==> config.mk <==
export PLATFORM = sky130hd
export DESIGN_NAME = captura_sensores
export DESIGN_NICKNAME = d
export VERILOG_FILES = /design/src/rtl/captura_pkg.sv /design/src/rtl/captura_sensores_antirrebote.sv /design/src/rtl/captura_sensores.sv
export SDC_FILE = /design/constraint.sdc
export NUM_CORES = 1
export LEC_CHECK = 0
export BUFFER_PORTS_ARGS = -buffer_cell sky130_fd_sc_hd__buf_2
export CORE_MARGIN = 2
export CORE_UTILIZATION = 54
export CTS_CLUSTER_DIAMETER = 200
export DETAILED_ROUTE_END_ITERATION = 10
export HOLD_SLACK_MARGIN = 0.08
export PLACE_DENSITY = 0.72
export SLEW_MARGIN = 20
export SYNTH_ARGS = -nofsm -noshare
export SYNTH_HDL_FRONTEND = slang
export SYNTH_SLANG_ARGS = --single-unit
==> constraint.sdc <==
create_clock -name clk -period 2.14 [get_ports clk]
set_clock_uncertainty 0.1 [all_clocks]
set_input_delay 0.107 -clock clk [delete_from_list [all_inputs] [get_ports clk]]
set_output_delay 0.107 -clock clk [all_outputs]
set_load 0.01 [all_outputs]
==> src/rtl/captura_pkg.sv <==
// captura_pkg: shared constants for the sensor capture front-end.
//   - FSM state encoding (INIT, REPOSO, ALERTA)
//   - default debounce length
//   - channel index map into the per-channel vectors
package captura_pkg;

    localparam logic [1:0] ST_INIT   = 2'd0;
    localparam logic [1:0] ST_REPOSO = 2'd1;
    localparam logic [1:0] ST_ALERTA = 2'd2;

    localparam int DEB_CYCLES_DEF = 4;

    localparam int N_CH       = 4;
    localparam int CH_T_ALTA  = 0;
    localparam int CH_T_MEDIA = 1;
    localparam int CH_HUMO    = 2;
    localparam int CH_ELEC    = 3;

endpackage

==> src/rtl/captura_sensores_antirrebote.sv <==
// antirrebote: one sensor channel.
//   2-flop synchronizer -> debounce counter -> level register -> strobe register.
// Ports:
//   clk, reset_n : clock, asynchronous active-low reset
//   i_raw        : raw asynchronous sensor line
//   i_force      : forces a strobe next cycle (used while the FSM is in INIT)
//   o_level      : debounced level (flop output)
//   o_strobe     : one-cycle strobe, the cycle after a level change (flop output)
module antirrebote
    import captura_pkg::*;
#(
    parameter int DEB_CYCLES = DEB_CYCLES_DEF,
    parameter int DEB_W      = 8
) (
    input  logic clk,
    input  logic reset_n,
    input  logic i_raw,
    input  logic i_force,
    output logic o_level,
    output logic o_strobe
);

    localparam logic [DEB_W-1:0] CNT_LAST = DEB_W'(DEB_CYCLES - 1);

    logic             r_sync1;
    logic             r_sync2;
    logic [DEB_W-1:0] r_cnt;
    logic             r_level;
    logic             r_changed;
    logic             r_strobe;

    logic w_differs;
    logic w_accept;

    assign w_differs = (r_sync2 != r_level);
    // The current differing sample is the DEB_CYCLES-th in a row.
    assign w_accept  = w_differs && (r_cnt == CNT_LAST);

    always_ff @(posedge clk or negedge reset_n) begin
        if (!reset_n) begin
            r_sync1   <= 1'b0;
            r_sync2   <= 1'b0;
            r_cnt     <= '0;
            r_level   <= 1'b0;
            r_changed <= 1'b0;
            r_strobe  <= 1'b0;
        end else begin
            r_sync1 <= i_raw;
            r_sync2 <= r_sync1;

            if (!w_differs || w_accept)
                r_cnt <= '0;
            else
                r_cnt <= r_cnt + 1'b1;

            if (w_accept)
                r_level <= ~r_level;

            // Strobe lags the level by one cycle so downstream capture flops
            // see data that has been stable for a full period.
            r_changed <= w_accept;
            r_strobe  <= r_changed | i_force;
        end
    end

    assign o_level  = r_level;
    assign o_strobe = r_strobe;

endmodule

==> src/rtl/captura_sensores.sv <==
// captura_sensores: sensor front-end for the fire-suppression controller.
//   Four debounced channels plus the alarm FSM that emits reset_cont on
//   alarm entry/exit and the initial load pulse after reset.
// Ports:
//   clk, reset_n                           : clock, asynchronous active-low reset
//   t_alta_in, t_media_in, humo_in, elec_in: raw sensor lines
//   T_alta, T_media, Humo, Elec            : debounced levels
//   acti_t_alta, Acti_t_media, Acti_humo, Acti_elec : one-cycle activation strobes
//   reset_cont                             : one-cycle counter-reset pulse
//
// state  | meaning
// INIT   | after reset; forces all strobes and reset_cont to load zeros downstream
// REPOSO | no sensor level active
// ALERTA | at least one sensor level active
module captura_sensores
    import captura_pkg::*;
#(
    parameter int DEB_CYCLES = DEB_CYCLES_DEF,
    parameter int DEB_W      = 8
) (
    input  logic clk,
    input  logic reset_n,
    input  logic t_alta_in,
    input  logic t_media_in,
    input  logic humo_in,
    input  logic elec_in,
    output logic T_alta,
    output logic T_media,
    output logic Humo,
    output logic Elec,
    output logic acti_t_alta,
    output logic Acti_t_media,
    output logic Acti_humo,
    output logic Acti_elec,
    output logic reset_cont
);

    logic [N_CH-1:0] w_raw;
    logic [N_CH-1:0] w_level;
    logic [N_CH-1:0] w_strobe;
    logic            w_force;
    logic            w_any;

    logic [1:0]      r_state;
    logic            r_reset_cont;

    assign w_raw[CH_T_ALTA]  = t_alta_in;
    assign w_raw[CH_T_MEDIA] = t_media_in;
    assign w_raw[CH_HUMO]    = humo_in;
    assign w_raw[CH_ELEC]    = elec_in;

    assign w_force = (r_state == ST_INIT);

    for (genvar g = 0; g < N_CH; g++) begin : g_ch
        antirrebote #(
            .DEB_CYCLES (DEB_CYCLES),
            .DEB_W      (DEB_W)
        ) u_antirrebote (
            .clk      (clk),
            .reset_n  (reset_n),
            .i_raw    (w_raw[g]),
            .i_force  (w_force),
            .o_level  (w_level[g]),
            .o_strobe (w_strobe[g])
        );
    end

    // Evaluated on the already-registered new levels, so reset_cont lands in
    // the same cycle as the strobes of the channels that caused the change.
    assign w_any = |w_level;

    always_ff @(posedge clk or negedge reset_n) begin
        if (!reset_n) begin
            r_state      <= ST_INIT;
            r_reset_cont <= 1'b0;
        end else begin
            r_reset_cont <= 1'b0;
            case (r_state)
                ST_INIT: begin
                    r_state      <= ST_REPOSO;
                    r_reset_cont <= 1'b1;
                end
                ST_REPOSO: begin
                    if (w_any) begin
                        r_state      <= ST_ALERTA;
                        r_reset_cont <= 1'b1;
                    end
                end
                ST_ALERTA: begin
                    if (!w_any) begin
                        r_state      <= ST_REPOSO;
                        r_reset_cont <= 1'b1;
                    end
                end
                default: r_state <= ST_INIT;
            endcase
        end
    end

    assign T_alta       = w_level[CH_T_ALTA];
    assign T_media      = w_level[CH_T_MEDIA];
    assign Humo         = w_level[CH_HUMO];
    assign Elec         = w_level[CH_ELEC];
    assign acti_t_alta  = w_strobe[CH_T_ALTA];
    assign Acti_t_media = w_strobe[CH_T_MEDIA];
    assign Acti_humo    = w_strobe[CH_HUMO];
    assign Acti_elec    = w_strobe[CH_ELEC];
    assign reset_cont   = r_reset_cont;

endmodule

==> impl_metrics.env, run 1 <==
export IMPL_run_status="complete, no violations"
export IMPL_critPathArrivalTime_ns=2.09
export IMPL_avgSynthCellArea_um2=11.25
export IMPL_setup_ws_ns=0.1579
export IMPL_drc_errors=0
export IMPL_grt_pass1_wl_mm=6.451
export IMPL_ant_nets=0
export IMPL_syn_to_final_growth_pct=13.40
export IMPL_highest_layer="met4"
export IMPL_wirelength_mm=3.858
export IMPL_r2r_cells=3
export IMPL_grt_max_degree=56
export IMPL_path_class="reg2reg"
export IMPL_whs_path_depth=0
export IMPL_first_pass_iters=6
export IMPL_synth_cells=200
export IMPL_critPathMaxFanout=5
export IMPL_post_cts_resized=0
export IMPL_layout_nets=236
export IMPL_synthesis_nets=210
export IMPL_vias=1599
export IMPL_clockRootBuffer="clkbuf_8"
export IMPL_std_cell_rows=23
export IMPL_clkTransAtPathRegs_ns=0.10
export IMPL_ys_seq_area_share_pct=61.15
export IMPL_clock_latency_ns=0.32
export IMPL_htree_levels=2
export IMPL_p_leak_nw=1.150
export IMPL_peakVddDrop_v=0.0005237
export IMPL_wl_per_cell_um=13.93
export IMPL_die_h_um=68.56
export IMPL_grt_usage_pct=18.88
export IMPL_met3_length_um=161
export IMPL_vias_per_cell=5.773
export IMPL_synth_warnings=0
export IMPL_grt_pass1_vias=1514
export IMPL_antenna_found_initial=0
export IMPL_finalSetupViolCount=0
export IMPL_coreArea_um2=4000
export IMPL_finalSetupTns_ns=0
export IMPL_dr_first_iter_drc_count=201
export IMPL_nFillCells=316
export IMPL_cts_tree="done"
export IMPL_ys_ff_latch=55
export IMPL_dieArea_um2=4700
export IMPL_hold_class="reg2reg"
export IMPL_syn_area_um2=2251
export IMPL_crit_path_end_kind="flip-flop"
export IMPL_dp_hpwl_mm=2.629
export IMPL_slew_viol_final=0
export IMPL_finalCriticalPeriod_ns=1.982
export IMPL_met1_length_mm=1.723
export IMPL_slew_headroom_pct=55.72
export IMPL_io_pins=15
export IMPL_globalplace_congestion=0.8981
export IMPL_dp_slack_ns=0.2040
export IMPL_n_antenna_cell=0
export IMPL_maxCapViolCount=0
export IMPL_power_density_nw_per_um2=1092
export IMPL_max_clock_freq_mhz=504.5
export IMPL_grt_overflow=0
export IMPL_die_x_um=68.56
export IMPL_rsz0062_at_grt="no"
export IMPL_clockBufferDepth=2
export IMPL_met2_length_mm=1.862
export IMPL_cts_sinks=55
export IMPL_finalCritPeriodShare_pct=92.62
export IMPL_start_kind="flip-flop"
export IMPL_start_util_pct=56.27
export IMPL_portBuffers=14
export IMPL_synth_cell_types=32
export IMPL_required_ns=2.24
export IMPL_hold_viol=0
export IMPL_cts_buffers=5
export IMPL_worst_slew_pin_transition_ns=0.6642
export IMPL_layout_drive_gt1_share_pct=14.98
-- layout make-up --
cell class,instances,area [um2],area share (%)
sequential,55,1376,53.92
multi-input combinational,138,848.3,33.24
timing repair buffer,20,127.6,5.000
clock buffer,5,68.82,2.696
tap,50,62.56,2.451
clock inverter,3,46.29,1.814
inverter,6,22.52,0.8824
-- power breakdown --
part	internal [W]	switching (W)	leakage (nW)
Clock	0.000353	0.000350	0.0548
Sequential	0.00123	0.000182	0.719
Combinational	0.000311	0.000361	0.376
Total	0.00189	0.000893	1.15
-- metal layers --
layer | vias to the layer above | global-route usage [%]
li1 | 754 | -
met1 | 782 | 22.15
met2 | 45 | 31.49
met3 | 18 | 5.357
met4 | 0 | 9.750
met5 | - | 0
-- final timing paths --
path	start	end	slack (ns)
setup / recovery	g_ch[0].u_antirrebote.r_cnt[4]	g_ch[0].u_antirrebote.o_level	0.16
hold / removal	g_ch[3].u_antirrebote.r_sync1	g_ch[3].u_antirrebote.r_sync2	0.24
setup reg to reg	g_ch[0].u_antirrebote.r_cnt[4]	g_ch[0].u_antirrebote.o_level	0.16
hold reg to reg	g_ch[3].u_antirrebote.r_sync1	g_ch[3].u_antirrebote.r_sync2	0.24
max in group asynchronous	reset_n	g_ch[3].u_antirrebote.r_sync1	1.15
min in group asynchronous	reset_n	g_ch[3].u_antirrebote.r_cnt[0]	0.33
-- logic make-up (layout without fill, tap and decap cells) --
kind of cell	after synthesis	count (layout)	synth area share, %
simple gates	80	80	18.34
xor+xnor	17	17	6.615
fa+ha+maj	4	4	2.224
mux	4	4	2.168
compound gates	33	33	8.338
buf+inv	7	34	1.167
flops	55	55	61.15
-- critical path: stages, from the launching register on --
cell and delay, ns:
dfrtp_1 0.43, or4_1 0.56, or4_4 0.48, mux2_4 0.31
-- cells in the final DEF (no fill, tap or decap), types with 3 or more instances in the layout --
cell / synthesis / routed
or3_1: 11 / 11
inv_1: 6 / 6
nand3_1: 15 / 15
nor2_1: 22 / 22
dlygate4sd3_1: 0 / 5
nand4_1: 4 / 4
nor3_1: 3 / 3
xnor2_1: 7 / 7
buf_2: 0 / 14
mux2_2: 3 / 3
dfrtp_1: 55 / 55
or2_2: 4 / 4
ha_1: 4 / 4
nand2_1: 9 / 9
a21oi_1: 15 / 15
clkbuf_8: 0 / 5
xor2_1: 10 / 10
o21ai_0: 11 / 11
nor4_1: 3 / 3
-- timing repair --
item | in CTS | in global routing
buffers inserted | 0 | 0
hold buffers | 5 | 0
endpoints found under the hold margin | 59 | 0
-- flip-flops by register name, indices dropped and copies added (netlist names) --
register                      cells
g_ch.u_antirrebote.r_sync1        4
reset_cont                        1
r_state                           2
g_ch.u_antirrebote.r_sync2        4
g_ch.u_antirrebote.o_level        4
g_ch.u_antirrebote.o_strobe       4
g_ch.u_antirrebote.r_cnt         32
g_ch.u_antirrebote.r_changed      4
-- cell usage after synthesis --
library cell,instances,area (um2)
nor3_1,3,15.01
xor2_1,10,87.58
nand2b_1,2,12.51
o31ai_1,1,7.510
dfrtp_1,55,1376
a21o_1,1,7.510
or4_1,2,15.01
o311ai_0,1,8.760
nand4_1,4,25.02
nor4b_1,1,8.760
mux2_2,3,33.78
or2_2,4,25.02
nor4_1,3,18.77
xnor2_1,7,61.31
ha_1,4,50.05
nor2_1,22,82.58
clkbuf_1,1,3.750
nand2_1,9,33.78
a21oi_1,15,75.07
o21ai_0,11,55.05
o21a_1,1,7.510
or4_4,1,11.26
mux2_4,1,15.01
nand3_1,15,75.07
o21bai_1,1,7.510
or3_1,11,68.82
inv_1,6,22.52
o211a_1,1,10.01
and3_2,1,7.510
nor2b_1,1,6.260
nor3b_1,1,7.510
a31o_2,1,8.760
-- metrics by stage --
stage                     instance area (um2)  std cells  total power [W]  hold slack [ns]  util [%]
final                                    2552        277         0.002787           0.2437     63.81
after global routing                     2552        277         0.002979           0.2583     63.81
after CTS                                2552        277         0.002814           0.2480     63.81
after detailed placement                 2387        264         0.002102           0.1168     59.68
after global placement                   2387        264         0.002059           0.1153     59.68
after floorplan                          2251        200         0.001865          -0.2886         -
Power figures use the tool's default switching activity.
==> run 2, diff against run 1 <==
ABC_AREA = 1   (was not set)
==> run 2 against run 1 <==
Effect of this change: via count up 5.7%; non-clock buffer count grew 1; critical endpoint is now g_ch[3].u_antirrebote.r_cnt[5]; combinational power up 6.1%; synthesized cell count is 39% higher; critical path depth grew 2; design area up 9.3%; clock power fell by 1%; core utilization decreased by 0.17 points; final cell count up 30%; critical path type unchanged.
==> impl_metrics.env, run 2 <==
export IMPL_portBuffers=14
export IMPL_crit_family="simple AND/OR/NAND/NOR gates"
export IMPL_path_class="reg2reg"
export IMPL_r2r_end="g_ch[3].u_antirrebote.r_cnt[5]"
export IMPL_synth_top_cell_area_share_pct=55.67
export IMPL_rrSetupSlack_ns=0.73
export IMPL_whs_path_depth=0
export IMPL_wl_per_cell_um=10.16
export IMPL_finalSetupTns_ns=0
export IMPL_dp_cells=346
export IMPL_htree_levels=2
export IMPL_synth_area_leader_cell="dfrtp_1"
export IMPL_syn_to_final_growth_pct=12.85
export IMPL_crit_slowest_cell="dfrtp_1"
export IMPL_finalCritPeriodShare_pct=66.00
export IMPL_globalplace_congestion=0.7759
export IMPL_ys_ff_latch=55
export IMPL_r2r_cells=5
export IMPL_ant_nets=0
export IMPL_layout_drive_gt1_share_pct=17.59
export IMPL_first_pass_iters=4
export IMPL_synth_warnings=0
export IMPL_critPathArrivalTime_ns=1.51
export IMPL_synth_most_common_cell="nand2_1"
export IMPL_start_util_pct=56.39
export IMPL_io_pins=15
export IMPL_std_cell_rows=24
export IMPL_vias=1690
export IMPL_crit_path_end_kind="flip-flop"
export IMPL_die_h_um=71.67
export IMPL_grt_pass1_wl_mm=6.693
export IMPL_hold_viol=0
export IMPL_max_clock_freq_mhz=708.0
export IMPL_rsz0062_at_grt="no"
export IMPL_peakVddDrop_v=0.0005407
export IMPL_layout_nets=316
export IMPL_synthTopCellsByArea="dfrtp_1, nand2_1, nor2_1"
export IMPL_synth_cell_types=21
export IMPL_cts_sinks=55
export IMPL_dieArea_um2=5136
export IMPL_clkTransAtPathRegs_ns=0.09
export IMPL_slew_viol_final=0
export IMPL_crit_path_cell_trace="ha_1 -> nor3b_2 -> nand2_2 -> nand2_4 -> nor2_2"
export IMPL_clockBufferDepth=2
export IMPL_dr_first_iter_drc_count=83
export IMPL_placed_cell_area_um2=2623
export IMPL_synthFlopType="dfrtp_1"
export IMPL_n_antenna_cell=0
export IMPL_synth_cells=278
export IMPL_mostFrequentLayoutCells="nand2_1, dfrtp_1, nor2_1, inv_1"
export IMPL_worst_slew_pin_transition_ns=0.6931
export IMPL_slew_headroom_pct=53.80
export IMPL_design_area_um2=2790
export IMPL_synth_edff_count=0
export IMPL_min_to="g_ch[1].u_antirrebote.r_sync2"
export IMPL_critPathMaxFanout=8
export IMPL_finalCriticalPeriod_ns=1.412
export IMPL_run_status="complete, no violations"
export IMPL_synthesis_nets=288
export IMPL_dp_hpwl_mm=2.687
export IMPL_vias_per_cell=4.708
export IMPL_syn_area_um2=2472
export IMPL_grt_max_degree=33
export IMPL_antenna_found_initial=0
export IMPL_power_density_nw_per_um2=1004
export IMPL_finalSetupViolCount=0
export IMPL_rr_startpoint="g_ch[3].u_antirrebote.r_cnt[0]"
export IMPL_required_ns=2.24
export IMPL_ys_seq_area_share_pct=55.67
export IMPL_maxCapViolCount=0
export IMPL_drc_errors=0
export IMPL_hp_start="g_ch[1].u_antirrebote.r_sync1"
export IMPL_coreArea_um2=4384
export IMPL_cts_tree="done"
export IMPL_synth_common_cells="nand2_1, dfrtp_1, nor2_1"
export IMPL_synthArstFlopShare_pct=100.0
export IMPL_instances_no_fill=359
export IMPL_p_leak_nw=1.371
export IMPL_clock_latency_ns=0.30
export IMPL_avgSynthCellArea_um2=8.893
export IMPL_die_x_um=71.67
export IMPL_grt_usage_pct=16.90
export IMPL_start_kind="flip-flop"
export IMPL_largest_reg_flops=32
export IMPL_grt_pass1_vias=1622
export IMPL_critPathBufInv=0
export IMPL_grt_overflow=0
export IMPL_crit_path_max_incr_delay_ns=0.41
export IMPL_final_common_cell="nand2_1"
export IMPL_post_cts_resized=0
export IMPL_cts_buffers=5
export IMPL_wirelength_mm=3.647
export IMPL_clockRootBuffer="clkbuf_8"
export IMPL_hold_class="reg2reg"
export IMPL_regMostFlops="g_ch.u_antirrebote.r_cnt"
[run 2: cell count changes in the layout (fill, tap and decap cells not counted), moves of 11 or more]
cell	previous run	this run
a21oi_1	15	1
nor2_2	0	18
inv_1	6	34
nor2_1	22	35
nand2_1	9	74
or3_1	11	0
[run 2: what timing repair did]
action,4_1_cts,5_1_grt
setup endpoints to repair,0,0
hold endpoints to repair,34,0
hold buffers,5,0
setup buffers,0,0
[run 2: cell families (layout without fill, tap and decap cells)]
| family | Yosys count | count (layout) | synth area share (%) |
|---|---|---|---|
| buffers and inverters | 34 | 63 | 5.162 |
| XOR/XNOR | 12 | 12 | 4.555 |
| adder cells (fa/ha/maj) | 4 | 4 | 2.024 |
| flip-flops | 55 | 55 | 55.67 |
| AO/OA/AOI/OAI | 13 | 13 | 2.935 |
| AND/OR/NAND/NOR | 160 | 160 | 29.66 |
[run 2: cell type report]
type / instances / area, um2
well taps: 52 / 65.06
clock inverters: 2 / 35.03
clock buffers: 6 / 82.58
fillers: 381 / 1594
multi-input cells: 189 / 968.4
flip-flops and latches: 55 / 1376
inverters: 34 / 127.6
repair buffers: 21 / 135.1
[run 2: worst max path at each step]
stage | slack, ns | cells after the start | endpoint | from
CTS | 0.71 | 5 | g_ch[3].u_antirrebote.r_cnt[5] | g_ch[3].u_antirrebote.r_cnt[0]
finish | 0.73 | 5 | g_ch[3].u_antirrebote.r_cnt[5] | g_ch[3].u_antirrebote.r_cnt[0]
floorplan | 0.84 | 5 | g_ch[3].u_antirrebote.r_cnt[5] | g_ch[3].u_antirrebote.r_cnt[0]
global placement | 0.78 | 6 | g_ch[1].u_antirrebote.r_cnt[5] | g_ch[1].u_antirrebote.r_cnt[0]
global route | 0.60 | 5 | g_ch[3].u_antirrebote.r_cnt[7] | g_ch[3].u_antirrebote.r_cnt[0]
detailed placement | 0.73 | 5 | g_ch[3].u_antirrebote.r_cnt[5] | g_ch[3].u_antirrebote.r_cnt[0]
[run 2: stage by stage]
step                worst slack, ns  hold WS (ns)  util [%]  total power [W]
detailed placement           0.7265       0.09936     59.82         0.002138
finish                       0.7276        0.2544     63.64         0.002802
floorplan                    0.8363       -0.2886         -         0.001913
global placement             0.7766        0.1054     59.82         0.002116
global route                 0.5997        0.2665     63.64         0.003000
CTS                          0.7113        0.2567     63.64         0.002845
[run 2: power breakdown]
group / switching [W] / internal (W) / total, W
Sequential: 0.000159 / 0.00124 / 0.00140
Clock: 0.000315 / 0.000379 / 0.000693
Combinational: 0.000431 / 0.000281 / 0.000713
Total: 0.000905 / 0.00190 / 0.00280
[run 2: worst reg2reg max path: stages, from the launching register on]
cell and delay [ns]:
dfrtp_1 0.41, ha_1 0.23, nor3b_2 0.26, nand2_2 0.11, nand2_4 0.15, nor2_2 0.05
[run 2: metal layers]
| metal | up-vias | part of all wire (%) | global-route usage [%] |
|---|---|---|---|
| met5 | - | 0 | 0 |
| met4 | 0 | 2.1 | 9.015 |
| met3 | 6 | 3.0 | 3.235 |
| met2 | 16 | 46 | 26.65 |
| met1 | 766 | 49 | 22.26 |
| li1 | 902 | - | - |
==> run 3, diff against run 2 <==
clock period = 1.3 ns   (was 2.14 ns; I/O delays follow)
==> run 3 against run 2 <==
Effect of this change: maximum frequency grew 9.8%; core utilization grew 6.9 points; highest routed layer unchanged; largest power group unchanged; first-iteration DRC count grew 28%; combinational power grew 150%; critical endpoint is now g_ch[2].u_antirrebote.r_cnt[5].
==> impl_metrics.env, run 3 (synthesis gave the netlist of run 2 again) <==
export IMPL_run_status="complete, no violations"
export IMPL_start_util_pct=56.39
export IMPL_grt_pass1_vias=1812
export IMPL_hold_viol=0
export IMPL_p_leak_nw=1.491
export IMPL_power_internal_w=0.003198
export IMPL_vias=1822
export IMPL_grt_pass1_wl_mm=7.665
export IMPL_finalCritPeriodShare_pct=98.92
export IMPL_grt_max_degree=24
export IMPL_die_h_um=71.67
export IMPL_start_kind="flip-flop"
export IMPL_finalSetupViolCount=0
export IMPL_critPathMaxFanout=8
export IMPL_setup_ws_ns=0.01408
export IMPL_layout_drive_gt1_share_pct=28.57
export IMPL_htree_levels=2
export IMPL_crit_path_cell_trace="ha_4 -> nor3b_4 -> nand2_2 -> nand2_4 -> nor2_1"
export IMPL_cts_sinks=55
export IMPL_path_class="reg2reg"
export IMPL_r2r_cells=5
export IMPL_p_comb_share_pct=35.4
export IMPL_dr_first_iter_drc_count=106
export IMPL_crit_path_end_kind="flip-flop"
export IMPL_slew_headroom_pct=70.26
export IMPL_antenna_found_initial=0
export IMPL_cts_tree="done"
export IMPL_ant_nets=0
export IMPL_clockPowerShare_pct=18.2
export IMPL_power_density_nw_per_um2=1602
export IMPL_slew_viol_final=0
export IMPL_rr_startpoint="g_ch[2].u_antirrebote.r_cnt[1]"
export IMPL_mostFrequentLayoutCells="nand2_1, dfrtp_1, inv_1, nor2_1, nor2_2"
export IMPL_dieArea_um2=5136
export IMPL_nFillCells=325
export IMPL_r2r_end="g_ch[2].u_antirrebote.r_cnt[5]"
export IMPL_power_frac_seq_pct=46.4
export IMPL_finalSetupTns_ns=0
export IMPL_dp_hpwl_mm=3.088
export IMPL_io_pins=15
export IMPL_clkTransAtPathRegs_ns=0.09
export IMPL_wl_per_cell_um=11.02
export IMPL_dp_slack_ns=-0.04622
export IMPL_clock_latency_ns=0.31
export IMPL_switching_share_pct=35.42
export IMPL_drc_errors=0
export IMPL_switching_power_w=0.001754
export IMPL_crit_start="g_ch[2].u_antirrebote.r_cnt[1]"
export IMPL_layout_nets=338
export IMPL_n_antenna_cell=0
export IMPL_die_x_um=71.67
export IMPL_coreArea_um2=4384
export IMPL_worst_slew_pin_transition_ns=0.4461
export IMPL_hold_class="in2async"
export IMPL_endpoint="g_ch[2].u_antirrebote.r_cnt[5]"
export IMPL_largest_reg_flops=32
export IMPL_crit_path_max_incr_delay_ns=0.41
export IMPL_design_power_total_w=0.004952
export IMPL_wirelength_mm=4.197
export IMPL_peakVddDrop_v=0.0009180
export IMPL_clockBufferDepth=2
export IMPL_finalCriticalPeriod_ns=1.286
export IMPL_finish_utilization_pct=70.52
export IMPL_first_pass_iters=4
export IMPL_maxCapViolCount=0
export IMPL_rsz0062_at_grt="yes"
export IMPL_grt_overflow=0
export IMPL_critPathArrivalTime_ns=1.39
export IMPL_vias_per_cell=4.782
export IMPL_clockRootBuffer="clkbuf_8"
export IMPL_crit_slowest_cell="dfrtp_1"
export IMPL_final_common_cell="nand2_1"
export IMPL_syn_to_final_growth_pct=25.05
export IMPL_rrSetupSlack_ns=0.01
export IMPL_cts_buffers=5
export IMPL_globalplace_congestion=0.7508
export IMPL_max_clock_freq_mhz=777.7
export IMPL_required_ns=1.40
export IMPL_std_cell_rows=24
export IMPL_regMostFlops="g_ch.u_antirrebote.r_cnt"
export IMPL_portBuffers=14
export IMPL_grt_usage_pct=19.22
run 3: area by class of cell:
type	instances	area [um2]	share of cell area [%]
Clock inverter	2	12.51	0.4047
Tap cell	52	65.06	2.104
Timing Repair Buffer	43	329.1	10.64
Clock buffer	6	72.57	2.347
Inverter	34	127.6	4.128
Sequential cell	55	1376	44.52
Multi-Input combinational cell	189	1109	35.86
run 3: worst max-delay path, delay by kind of cell (launching register included):
family,cells,cell delay (ns)
simple gates,4,0.50
flops,1,0.41
fa+ha+maj,1,0.17
run 3: what timing repair did:
action                                 4_1_cts  5_1_grt
gates resized for setup                      5       29
cloned                                       0        0
setup buffers                                1        2
endpoints found under the hold margin       59        0
pin swaps                                    2       24
setup endpoints to repair                   22       37
hold buffers                                 5        0
run 3: metrics by stage:
stage,hold WS [ns],std cells,area (um2)
6_report,0.1302,381,3092
5_1_grt,0.1610,381,3092
4_1_cts,0.1405,379,2959
3_5_place_dp,-0.06502,365,2796
3_3_place_gp,-0.07347,365,2796
2_1_floorplan,-0.3306,278,2479
run 3: per-layer routing:
metal | GRT usage, % | part of all wire (%)
met1 | 23.76 | 46
met2 | 32.51 | 50
met3 | 3.797 | 2.7
met4 | 9.015 | 1.1
met5 | 0 | 0
run 3: worst min-delay path by stage:
stage / from / endpoint / slack (ns)
after floorplan: reset_n / g_ch[0].u_antirrebote.o_level / -0.33
after global placement: reset_n / g_ch[2].u_antirrebote.r_cnt[3] / -0.07
after detailed placement: reset_n / g_ch[2].u_antirrebote.r_cnt[3] / -0.07
after CTS: reset_n / g_ch[0].u_antirrebote.r_changed / 0.14
after global routing: reset_n / g_ch[0].u_antirrebote.o_level / 0.16
final: reset_n / g_ch[2].u_antirrebote.r_cnt[3] / 0.13
run 3: power groups by stage:
stage	combinational [W]	sequential [W]	clock [W]
finish	0.00175	0.00230	0.000902
global placement	0.00142	0.00229	0
floorplan	0.000791	0.00237	0
detailed placement	0.00146	0.00231	0
CTS	0.00154	0.00227	0.000935
global route	0.00200	0.00234	0.00100
